## config.mk

```make
export PLATFORM = sky130hd
export DESIGN_NAME = cdb_result_buffer
export DESIGN_NICKNAME = d
export VERILOG_FILES = /design/src/rtl/cdb_result_buffer.sv
export SDC_FILE = /design/constraint.sdc
export NUM_CORES = 1
export LEC_CHECK = 0
export CORE_ASPECT_RATIO = 1.25
export CORE_UTILIZATION = 30
export DETAILED_ROUTE_END_ITERATION = 12
export PLACE_DENSITY = 0.59
export SYNTH_ARGS = -nofsm -noshare
export SYNTH_HDL_FRONTEND = slang
export SYNTH_SLANG_ARGS = --single-unit
```

## constraint.sdc

```tcl
create_clock -name clock -period 6.5 [get_ports clock]
set_clock_uncertainty 0.05 [all_clocks]
set_input_delay 1.3 -clock clock [delete_from_list [all_inputs] [get_ports clock]]
set_output_delay 1.3 -clock clock [all_outputs]
set_load 0.005 [all_outputs]
```

## src/rtl/cdb_result_buffer.sv

```systemverilog
// Per-FU result FIFOs with round-robin selection of one head per cycle for the CDB.
// The grant is one-hot, and only the granted lane drives nonzero value/tag so the CDB can stay purely combinational.
`ifndef XLEN
`define XLEN 32
`endif
`ifndef ROB_TAG_LEN
`define ROB_TAG_LEN 6
`endif

module cdb_result_buffer #(
  parameter int FU_NUM  = 4,
  parameter int DEPTH   = 2,
  parameter int BTU_IDX = 3
) (
  input  logic                                   clock,
  input  logic                                   reset,
  input  logic                                   flush,
  input  logic [FU_NUM-1:0]                      fu_valid,
  input  logic [FU_NUM-1:0][`XLEN-1:0]           fu_value,
  input  logic [FU_NUM-1:0][`ROB_TAG_LEN-1:0]    fu_tag,
  input  logic                                   btu_mis_predict,
  input  logic [`XLEN-1:0]                       btu_target_pc,
  output logic [FU_NUM-1:0]                      fu_ready,
  output logic [FU_NUM-1:0][`XLEN-1:0]           fu_results,
  output logic [FU_NUM-1:0]                      fu_result_ready,
  output logic [FU_NUM-1:0][`ROB_TAG_LEN-1:0]    fu_tags,
  output logic                                   fu_mis_predict,
  output logic [`XLEN-1:0]                       fu_target_pc
);

  localparam int PTR_W = (DEPTH > 1) ? $clog2(DEPTH) : 1;
  localparam int CNT_W = $clog2(DEPTH + 1);
  localparam int RR_W  = $clog2(FU_NUM);

  logic [`XLEN-1:0]        val_mem [FU_NUM][DEPTH];
  logic [`ROB_TAG_LEN-1:0] tag_mem [FU_NUM][DEPTH];
  logic                    mis_mem [DEPTH];
  logic [`XLEN-1:0]        pc_mem  [DEPTH];
  logic [PTR_W-1:0]        head    [FU_NUM];
  logic [PTR_W-1:0]        tail    [FU_NUM];
  logic [CNT_W-1:0]        count   [FU_NUM];
  logic [RR_W-1:0]         rr_ptr;
  logic [FU_NUM-1:0]       push;
  logic [FU_NUM-1:0]       grant;
  logic [RR_W-1:0]         grant_idx;
  logic                    grant_any;

  // Ready credit ignores a same-cycle pop, so a full lane stays closed for one cycle.
  always_comb begin
    fu_ready = '0;
    push     = '0;
    for (int i = 0; i < FU_NUM; i++) begin
      fu_ready[i] = (count[i] < CNT_W'(DEPTH)) & ~reset & ~flush;
      push[i]     = fu_valid[i] & fu_ready[i];
    end
  end

  // Round-robin scan starting at rr_ptr; first non-empty lane wins.
  always_comb begin
    logic [RR_W-1:0] lane;
    logic            hit;
    lane      = '0;
    hit       = 1'b0;
    grant_idx = '0;
    grant_any = 1'b0;
    for (int k = 0; k < FU_NUM; k++) begin
      lane      = RR_W'((32'(rr_ptr) + k) % FU_NUM);
      hit       = ~grant_any & (count[lane] != '0);
      grant_idx = hit ? lane : grant_idx;
      grant_any = grant_any | hit;
    end
    grant_any = grant_any & ~reset & ~flush;
    grant     = '0;
    for (int i = 0; i < FU_NUM; i++) begin
      grant[i] = grant_any & (grant_idx == RR_W'(i));
    end
  end

  // Only the granted lane's head reaches the bus; everything else is forced to zero.
  always_comb begin
    fu_results      = '0;
    fu_tags         = '0;
    fu_result_ready = grant;
    for (int i = 0; i < FU_NUM; i++) begin
      fu_results[i] = grant[i] ? val_mem[i][head[i]] : '0;
      fu_tags[i]    = grant[i] ? tag_mem[i][head[i]] : '0;
    end
    fu_mis_predict = grant[BTU_IDX] & mis_mem[head[BTU_IDX]];
    fu_target_pc   = grant[BTU_IDX] ? pc_mem[head[BTU_IDX]] : '0;
  end

  // FIFO pointers, occupancy and arbitration pointer; flush behaves like reset.
  always_ff @(posedge clock) begin
    if (reset || flush) begin
      for (int i = 0; i < FU_NUM; i++) begin
        head[i]  <= '0;
        tail[i]  <= '0;
        count[i] <= '0;
      end
      rr_ptr <= '0;
    end else begin
      for (int i = 0; i < FU_NUM; i++) begin
        // DEPTH is a power of two, so natural pointer overflow is the wrap.
        if (push[i]) begin
          tail[i] <= tail[i] + PTR_W'(1);
        end
        if (grant[i]) begin
          head[i] <= head[i] + PTR_W'(1);
        end
        case ({push[i], grant[i]})
          2'b10:   count[i] <= count[i] + CNT_W'(1);
          2'b01:   count[i] <= count[i] - CNT_W'(1);
          default: count[i] <= count[i];
        endcase
      end
      if (grant_any) begin
        rr_ptr <= RR_W'((32'(grant_idx) + 1) % FU_NUM);
      end
    end
  end

  // Payload storage; contents need no reset because occupancy gates every read.
  always_ff @(posedge clock) begin
    for (int i = 0; i < FU_NUM; i++) begin
      if (push[i]) begin
        val_mem[i][tail[i]] <= fu_value[i];
        tag_mem[i][tail[i]] <= fu_tag[i];
      end
    end
    if (push[BTU_IDX]) begin
      mis_mem[tail[BTU_IDX]] <= btu_mis_predict;
      pc_mem[tail[BTU_IDX]]  <= btu_target_pc;
    end
  end

endmodule

```

==> results of run 1 <==
metal layers:
metal | track usage, % | part of all wire [%] | up-vias | wire length, µm
li1 | - | - | 4261 | -
met1 | 15.5 | 39 | 4372 | 14400
met2 | 23.8 | 51 | 256 | 18700
met3 | 3.97 | 6.3 | 59 | 2320
met4 | 5.35 | 3.0 | 4 | 1110
met5 | 0 | 0.074 | - | 27
path summary, 6_finish.rpt:
path,from,endpoint,slack (ps),depth (start not counted)
worst max register to register,count[1][1]$_SDFFCE_PP0P_,count[1][1]$_SDFFCE_PP0P_,2120,13
worst min register to register,count[1][0]$_SDFFCE_PP0P_,count[1][0]$_SDFFCE_PP0P_,570,1
worst max-delay path,count[1][1]$_SDFFCE_PP0P_,fu_target_pc[11],600,10
worst min-delay path,count[1][0]$_SDFFCE_PP0P_,count[1][0]$_SDFFCE_PP0P_,570,1
stage by stage:
step	area (µm²)	worst slack [ps]	cells	util [%]
floorplan	15300	882	934	-
global placement	20000	1290	1942	39.7
detailed placement	20000	1180	1942	39.7
CTS	21400	565	2018	42.4
global route	21400	357	2019	42.4
finish	21400	603	2019	42.4
cell usage in the layout (no fill, tap or decap), types with 7 or more instances in the layout:
cell type / synthesis / routed
mux2i_1: 190 / 190
ha_1: 9 / 9
inv_1: 10 / 10
nor2_4: 0 / 7
clkdlybuf4s50_1: 0 / 384
buf_4: 1 / 14
edfxtp_1: 386 / 386
clkinv_1: 0 / 11
clkbuf_16: 0 / 43
nand2_1: 7 / 7
nor2_1: 215 / 208
cells in the mapped netlist:
| cell type | instances | area share, % |
|---|---|---|
| edfxtp_1 | 386 | 76 |
| nor2_1 | 215 | 5.3 |
| mux2i_1 | 190 | 12 |
| clkbuf_1 | 33 | 0.81 |
| inv_1 | 10 | 0.24 |
| ha_1 | 9 | 0.73 |
| buf_2 | 8 | 0.26 |
| buf_6 | 7 | 0.51 |
| nand2_1 | 7 | 0.17 |
| a21oi_1 | 5 | 0.16 |
| o21ai_0 | 5 | 0.16 |
| xnor2_1 | 5 | 0.29 |
| a21o_1 | 4 | 0.20 |
| and2_1 | 4 | 0.16 |
| and4b_1 | 4 | 0.26 |
| dfxtp_1 | 4 | 0.52 |
| or2_1 | 4 | 0.16 |
| or3_1 | 4 | 0.16 |
| mux4_2 | 3 | 0.44 |
| xor2_1 | 3 | 0.17 |
| a211oi_1 | 2 | 0.098 |
| nor3_1 | 2 | 0.065 |
| nor3b_1 | 2 | 0.098 |
| o211ai_1 | 2 | 0.098 |
| o41ai_2 | 2 | 0.21 |
| a2111oi_0 | 1 | 0.057 |
| and3_1 | 1 | 0.041 |
| buf_1 | 1 | 0.024 |
| buf_4 | 1 | 0.049 |
| inv_2 | 1 | 0.024 |
| nor4bb_1 | 1 | 0.065 |
| o211a_1 | 1 | 0.065 |
| o21a_1 | 1 | 0.049 |
| o32a_1 | 1 | 0.065 |
| o32ai_1 | 1 | 0.057 |
| o41ai_1 | 1 | 0.057 |
| o41ai_4 | 1 | 0.18 |
| or2_2 | 1 | 0.041 |
| or4_1 | 1 | 0.049 |
power groups by stage:
stage	clock [µW]	combinational [µW]	sequential [µW]
6_report	2380	1330	2900
5_1_grt	2540	1440	2910
4_1_cts	2460	1360	2900
3_5_place_dp	0	1350	2960
3_3_place_gp	0	1340	2950
2_1_floorplan	0	775	2940
state kept, by name (all words and copies together) (netlist names), named ones only:
signal / flops
rr_ptr: 2
pc_mem: 64
tag_mem: 48
count: 8
mis_mem: 2
tail: 4
val_mem: 256
head: 4
cell type report:
| class | count | area [µm²] |
|---|---|---|
| clock buffers | 49 | 1100 |
| diodes | 1 | 2.50 |
| clock inverters | 27 | 265 |
| repair buffers | 400 | 3990 |
| well taps | 658 | 823 |
| flip-flops and latches | 390 | 11700 |
| fillers | 4627 | 29100 |
| multi-input cells | 483 | 3470 |
| inverters | 11 | 41.3 |
cells by family (layout without fill, tap and decap cells):
group / count (synthesis) / count (layout) / synth area share [%]
buffers and inverters: 61 / 487 / 1.92
AOI/OAI and AO/OA: 27 / 27 / 1.46
xor gates and xnor gates: 8 / 8 / 0.457
DFF: 390 / 390 / 76.1
other: 0 / 1 / 0
muxes: 193 / 193 / 12.8
and+or+nand+nor: 246 / 246 / 6.54
adders and majority gates: 9 / 9 / 0.734
worst reg2reg max path: stages, from the launching register on:
cell	delay [ps]
edfxtp_1	460
or2_1	300
mux4_2	650
or4_1	770
o211a_1	210
ha_1	230
and2_1	170
o41ai_4	50
buf_4	420
inv_1	140
ha_1	290
xor2_1	170
xnor2_1	160
nor2_1	50
==> out/metrics.csv, run 1 <==
metric,value,unit
power.share.clock,36.0,%
root_buffer,clkbuf_16,
grt_antenna_before_repair,3,
cp_cell_sequence,or2_1 > mux4_2 > a2111oi_0 > o32a_1 > ha_1 > and2_1 > o41ai_4 > buf_12 > nor2_1 > clkdlybuf4s50_1,
design.core.area,50400,µm²
p_comb_share,20.1,%
cts_resized,0,
p_sw,1670,µW
ys_types,39,
rsz0062_at_grt,no,
cts_hold_buf,0,
cts_max_level,2,
die_w,204,µm
drive_above_1_share,6.76,%
syn_inst,934,
path_class,flip-flop to output pin,
clk_pin_slew_worst_paths,60,ps
synthesis.nets,1135,
tightest_slew,1170,ps
cp_max_fo,73,
nets,1529,
setup_viol,0,
cts_setup_buffers,0,
intPower,4940,µW
globalplace.congestion,0.742,
max_stage_delay,650,ps
p_per_area,309,nW/µm²
end_kind,output pin,
grt_max_degree,74,
tns,0,ps
ir_drop,0.183,mV
num_vias,8952,
ys_seq_elements,390,
ys_seq_area_share,76.1,%
drt_pass1_iterations,4,
row_count,92,
cts_tree,built,
pwr-share-seq,44.0,%
numCtsBuffers,42,
die-area,52100,µm²
worst_ep_required_time,5150,ps
whs,572,ps
grt-ovfl-total,0,
syn_avg_cell_area,16.4,µm²
status,"finished, final reports clean",
start_kind,flip-flop,
clock-sinks,390,
die_h,255,µm
critPathSlowestCell,mux4_2,
io_pins,385,
clock_latency,560,ps
drc,0,
clk_path_buf_depth,3,
hold_viol,0,
drv_slew,0,
drt_wl_total,36500,µm
viasPerCell,4.43,
wl_per_cell,18.1,µm
start_util,30.4,%
fin_crit_sh,90.7,%
hpwl,23900,µm
critical_path_arrival,4550,ps
path_buf_inv,2,
maxCapViolations,0,
hp-class,flip-flop to flip-flop,
p_total,6610,µW
drt_first_iter_violations,358,
synthesis.area,15300,µm²
timing.fmax,0.170,GHz
power.share.switching,25.3,%
yosys_warnings,0,
grt_pass1_vias,9233,
grt_first_pass_wirelength,53700,µm
fin_crit,5900,ps
ant_nets,0,
io_buffers,384,
slew_headroom,21.8,%
grt_usage,13.6,%
critical_path.top_delay_family,compound AO/OA/AOI/OAI gates,
p_leak,0.00704,µW
syn2layout_area_growth,39.2,%
No activity file was read; power rests on OpenSTA's default activity.
==> inputs of run 2 (changes only) <==
--- a/config.mk
+++ b/config.mk
@@ -5,7 +5,6 @@
 export SDC_FILE = /design/constraint.sdc
 export NUM_CORES = 1
 export LEC_CHECK = 0
-export CORE_ASPECT_RATIO = 1.25
 export CORE_UTILIZATION = 30
 export DETAILED_ROUTE_END_ITERATION = 12
 export PLACE_DENSITY = 0.59
==> constraint.sdc (replaced) <==
create_clock -name clock -period 6.5 [get_ports clock]
set_clock_uncertainty 0.05 [all_clocks]
set_input_delay 1.3 -clock clock [delete_from_list [all_inputs] [get_ports clock]]
set_output_delay 1.3 -clock clock [all_outputs]
set_load 0.1 [all_outputs]
==> run 2 against run 1 <==
Core utilization decreased by 0.67 points. Wire length shrank 3.3%. Final cell count increased by 1.0%. Register-to-register slack worse by 80 ps. Clock power rose by 3%. Worst hold slack worse by 4.2 ps. Fmax is 2.5% higher. Sequential share of layout area rose by 1.0 points. Total power up 14%.
==> out/metrics.csv, run 2 (synthesis gave the netlist of run 1 again) <==
metric,value,unit,change
p_per_area,359,nW/µm²,was 309 nW/µm²
syn2layout_area_growth,36.6,%,was 39.2%
start_kind,flip-flop,,unchanged
grt_pass1_vias,9223,,was 9233
rsz0062_at_grt,no,,unchanged
cts_setup_buffers,0,,unchanged
grt_antenna_before_repair,2,,was 3
design.core.area,50300,µm²,was 50400 µm²
timing.fmax,0.174,GHz,was 0.170 GHz
cts_resized,0,,unchanged
hp-class,flip-flop to flip-flop,,unchanged
intPower,4950,µW,was 4940 µW
status,"finished, final reports clean",,unchanged
cts_hold_buf,0,,unchanged
nets,1535,,was 1529
fin_ws,749,ps,was 603 ps
die_w,228,µm,was 204 µm
path_class,flip-flop to output pin,,unchanged
final_cell_mix,"edfxtp_1, buf_4, nor2_1, clkdlybuf4s50_1, mux2i_1",,"was edfxtp_1, clkdlybuf4s50_1, nor2_1, mux2i_1, clkbuf_16"
p_comb_share,28.7,%,was 20.1%
wl_per_cell,17.3,µm,was 18.1 µm
grt-ovfl-total,0,,unchanged
start_util,30.5,%,was 30.4%
drv_slew,0,,unchanged
drt_pass1_iterations,4,,unchanged
tightest_slew,1160,ps,was 1170 ps
pwr-share-seq,38.8,%,was 44.0%
drt_wl_total,35300,µm,was 36500 µm
startpoint,count[1][1]$_SDFFCE_PP0P_,,unchanged
die_h,228,µm,was 255 µm
final_area,21000,µm²,was 21400 µm²
reg2reg_slack,2040,ps,was 2120 ps
ir_drop,0.211,mV,was 0.183 mV
grt_usage,13.2,%,was 13.6%
power.share.clock,32.5,%,was 36.0%
end_kind,output pin,,unchanged
clk_pin_slew_worst_paths,50,ps,was 60 ps
worst_ep_required_time,5150,ps,about the same
mostFrequentLayoutCell,edfxtp_1,,unchanged
globalplace.congestion,0.764,,was 0.742
slew_headroom,22.8,%,was 21.8%
largest_reg_flops,256,,unchanged
drc,0,,unchanged
fin_crit_sh,88.5,%,was 90.7%
row_count,82,,was 92
fin_crit,5750,ps,was 5900 ps
post_dp_cell_area,19500,µm²,was 20000 µm²
clock-sinks,390,,unchanged
reg2reg_to,count[1][1]$_SDFFCE_PP0P_,,unchanged
root_buffer,clkbuf_16,,unchanged
hpwl,22900,µm,was 23900 µm
drt_first_iter_violations,370,,was 358
clock_latency,550,ps,was 560 ps
clk_path_buf_depth,3,,unchanged
tns,0,ps,unchanged
critical_path_arrival,4400,ps,was 4550 ps
die-area,52100,µm²,about the same
num_vias,8886,,was 8952
worstRegToRegCells,13,,unchanged
worstReg2RegStart,count[1][1]$_SDFFCE_PP0P_,,unchanged
p_leak,0.00745,µW,was 0.00704 µW
whs,568,ps,was 572 ps
maxCapViolations,0,,unchanged
hold_viol,0,,unchanged
drive_above_1_share,20.9,%,was 6.76%
cts_tree,built,,unchanged
power.share.switching,34.1,%,was 25.3%
pre_cts_ws,1300,ps,was 1180 ps
setup.worst_path.end,fu_results[116],,was fu_target_pc[11]
setup_viol,0,,unchanged
numCtsBuffers,44,,was 42
cts_max_level,2,,unchanged
grt_first_pass_wirelength,53200,µm,was 53700 µm
viasPerCell,4.36,,was 4.43
io_pins,385,,unchanged
ant_nets,0,,unchanged
p_sw,2560,µW,was 1670 µW
cp_max_fo,42,,was 73
grt_max_degree,72,,was 74
io_buffers,384,,unchanged
[run 2: power by group through the flow]
stage | Clock (µW) | Combinational (µW) | Sequential [µW]
floorplan | 0 | 1660 | 2940
global placement | 0 | 2170 | 2970
detailed placement | 0 | 2180 | 2970
CTS | 2530 | 2190 | 2920
global route | 2610 | 2270 | 2930
finish | 2440 | 2160 | 2920
[run 2: final cells by class]
type | instances | area (µm²)
sequential | 390 | 11700
clock inverter | 22 | 243
tap | 672 | 841
fill | 4637 | 29300
timing repair buffer | 404 | 3530
clock buffer | 57 | 1170
antenna | 1 | 2.50
inverter | 11 | 41.3
multi-input combinational | 483 | 3460
[run 2: stage by stage]
| step | total power [µW] | util, % | cells |
|---|---|---|---|
| after CTS | 7630 | 41.7 | 2039 |
| after detailed placement | 5150 | 38.9 | 1960 |
| after global routing | 7800 | 41.7 | 2040 |
| final | 7520 | 41.7 | 2040 |
| after floorplan | 4600 | - | 934 |
| after global placement | 5130 | 38.9 | 1960 |
[run 2: worst min path at each step]
stage	from	to	cells after the start
global route	count[1][0]$_SDFFCE_PP0P_	count[1][0]$_SDFFCE_PP0P_	1
detailed placement	count[1][0]$_SDFFCE_PP0P_	count[1][0]$_SDFFCE_PP0P_	1
floorplan	tail[2]$_SDFFCE_PN0P_	tail[2]$_SDFFCE_PN0P_	1
CTS	count[1][0]$_SDFFCE_PP0P_	count[1][0]$_SDFFCE_PP0P_	1
finish	count[1][0]$_SDFFCE_PP0P_	count[1][0]$_SDFFCE_PP0P_	1
global placement	count[1][0]$_SDFFCE_PP0P_	count[1][0]$_SDFFCE_PP0P_	1
[run 2: layer usage]
metal / GRT usage (%) / part of all wire (%)
met1: 16.1 / 42
met2: 22.0 / 49
met3: 4.19 / 6.7
met4: 4.53 / 2.4
met5: 0 / 0.037
[run 2: critical path: stages, from the launching register on]
cell	delay, ps
edfxtp_1	460
or2_1	320
mux4_2	660
a2111oi_0	710
o32a_1	320
ha_1	200
and2_1	180
o41ai_4	100
buf_4	290
nor2_1	240
buf_4	330
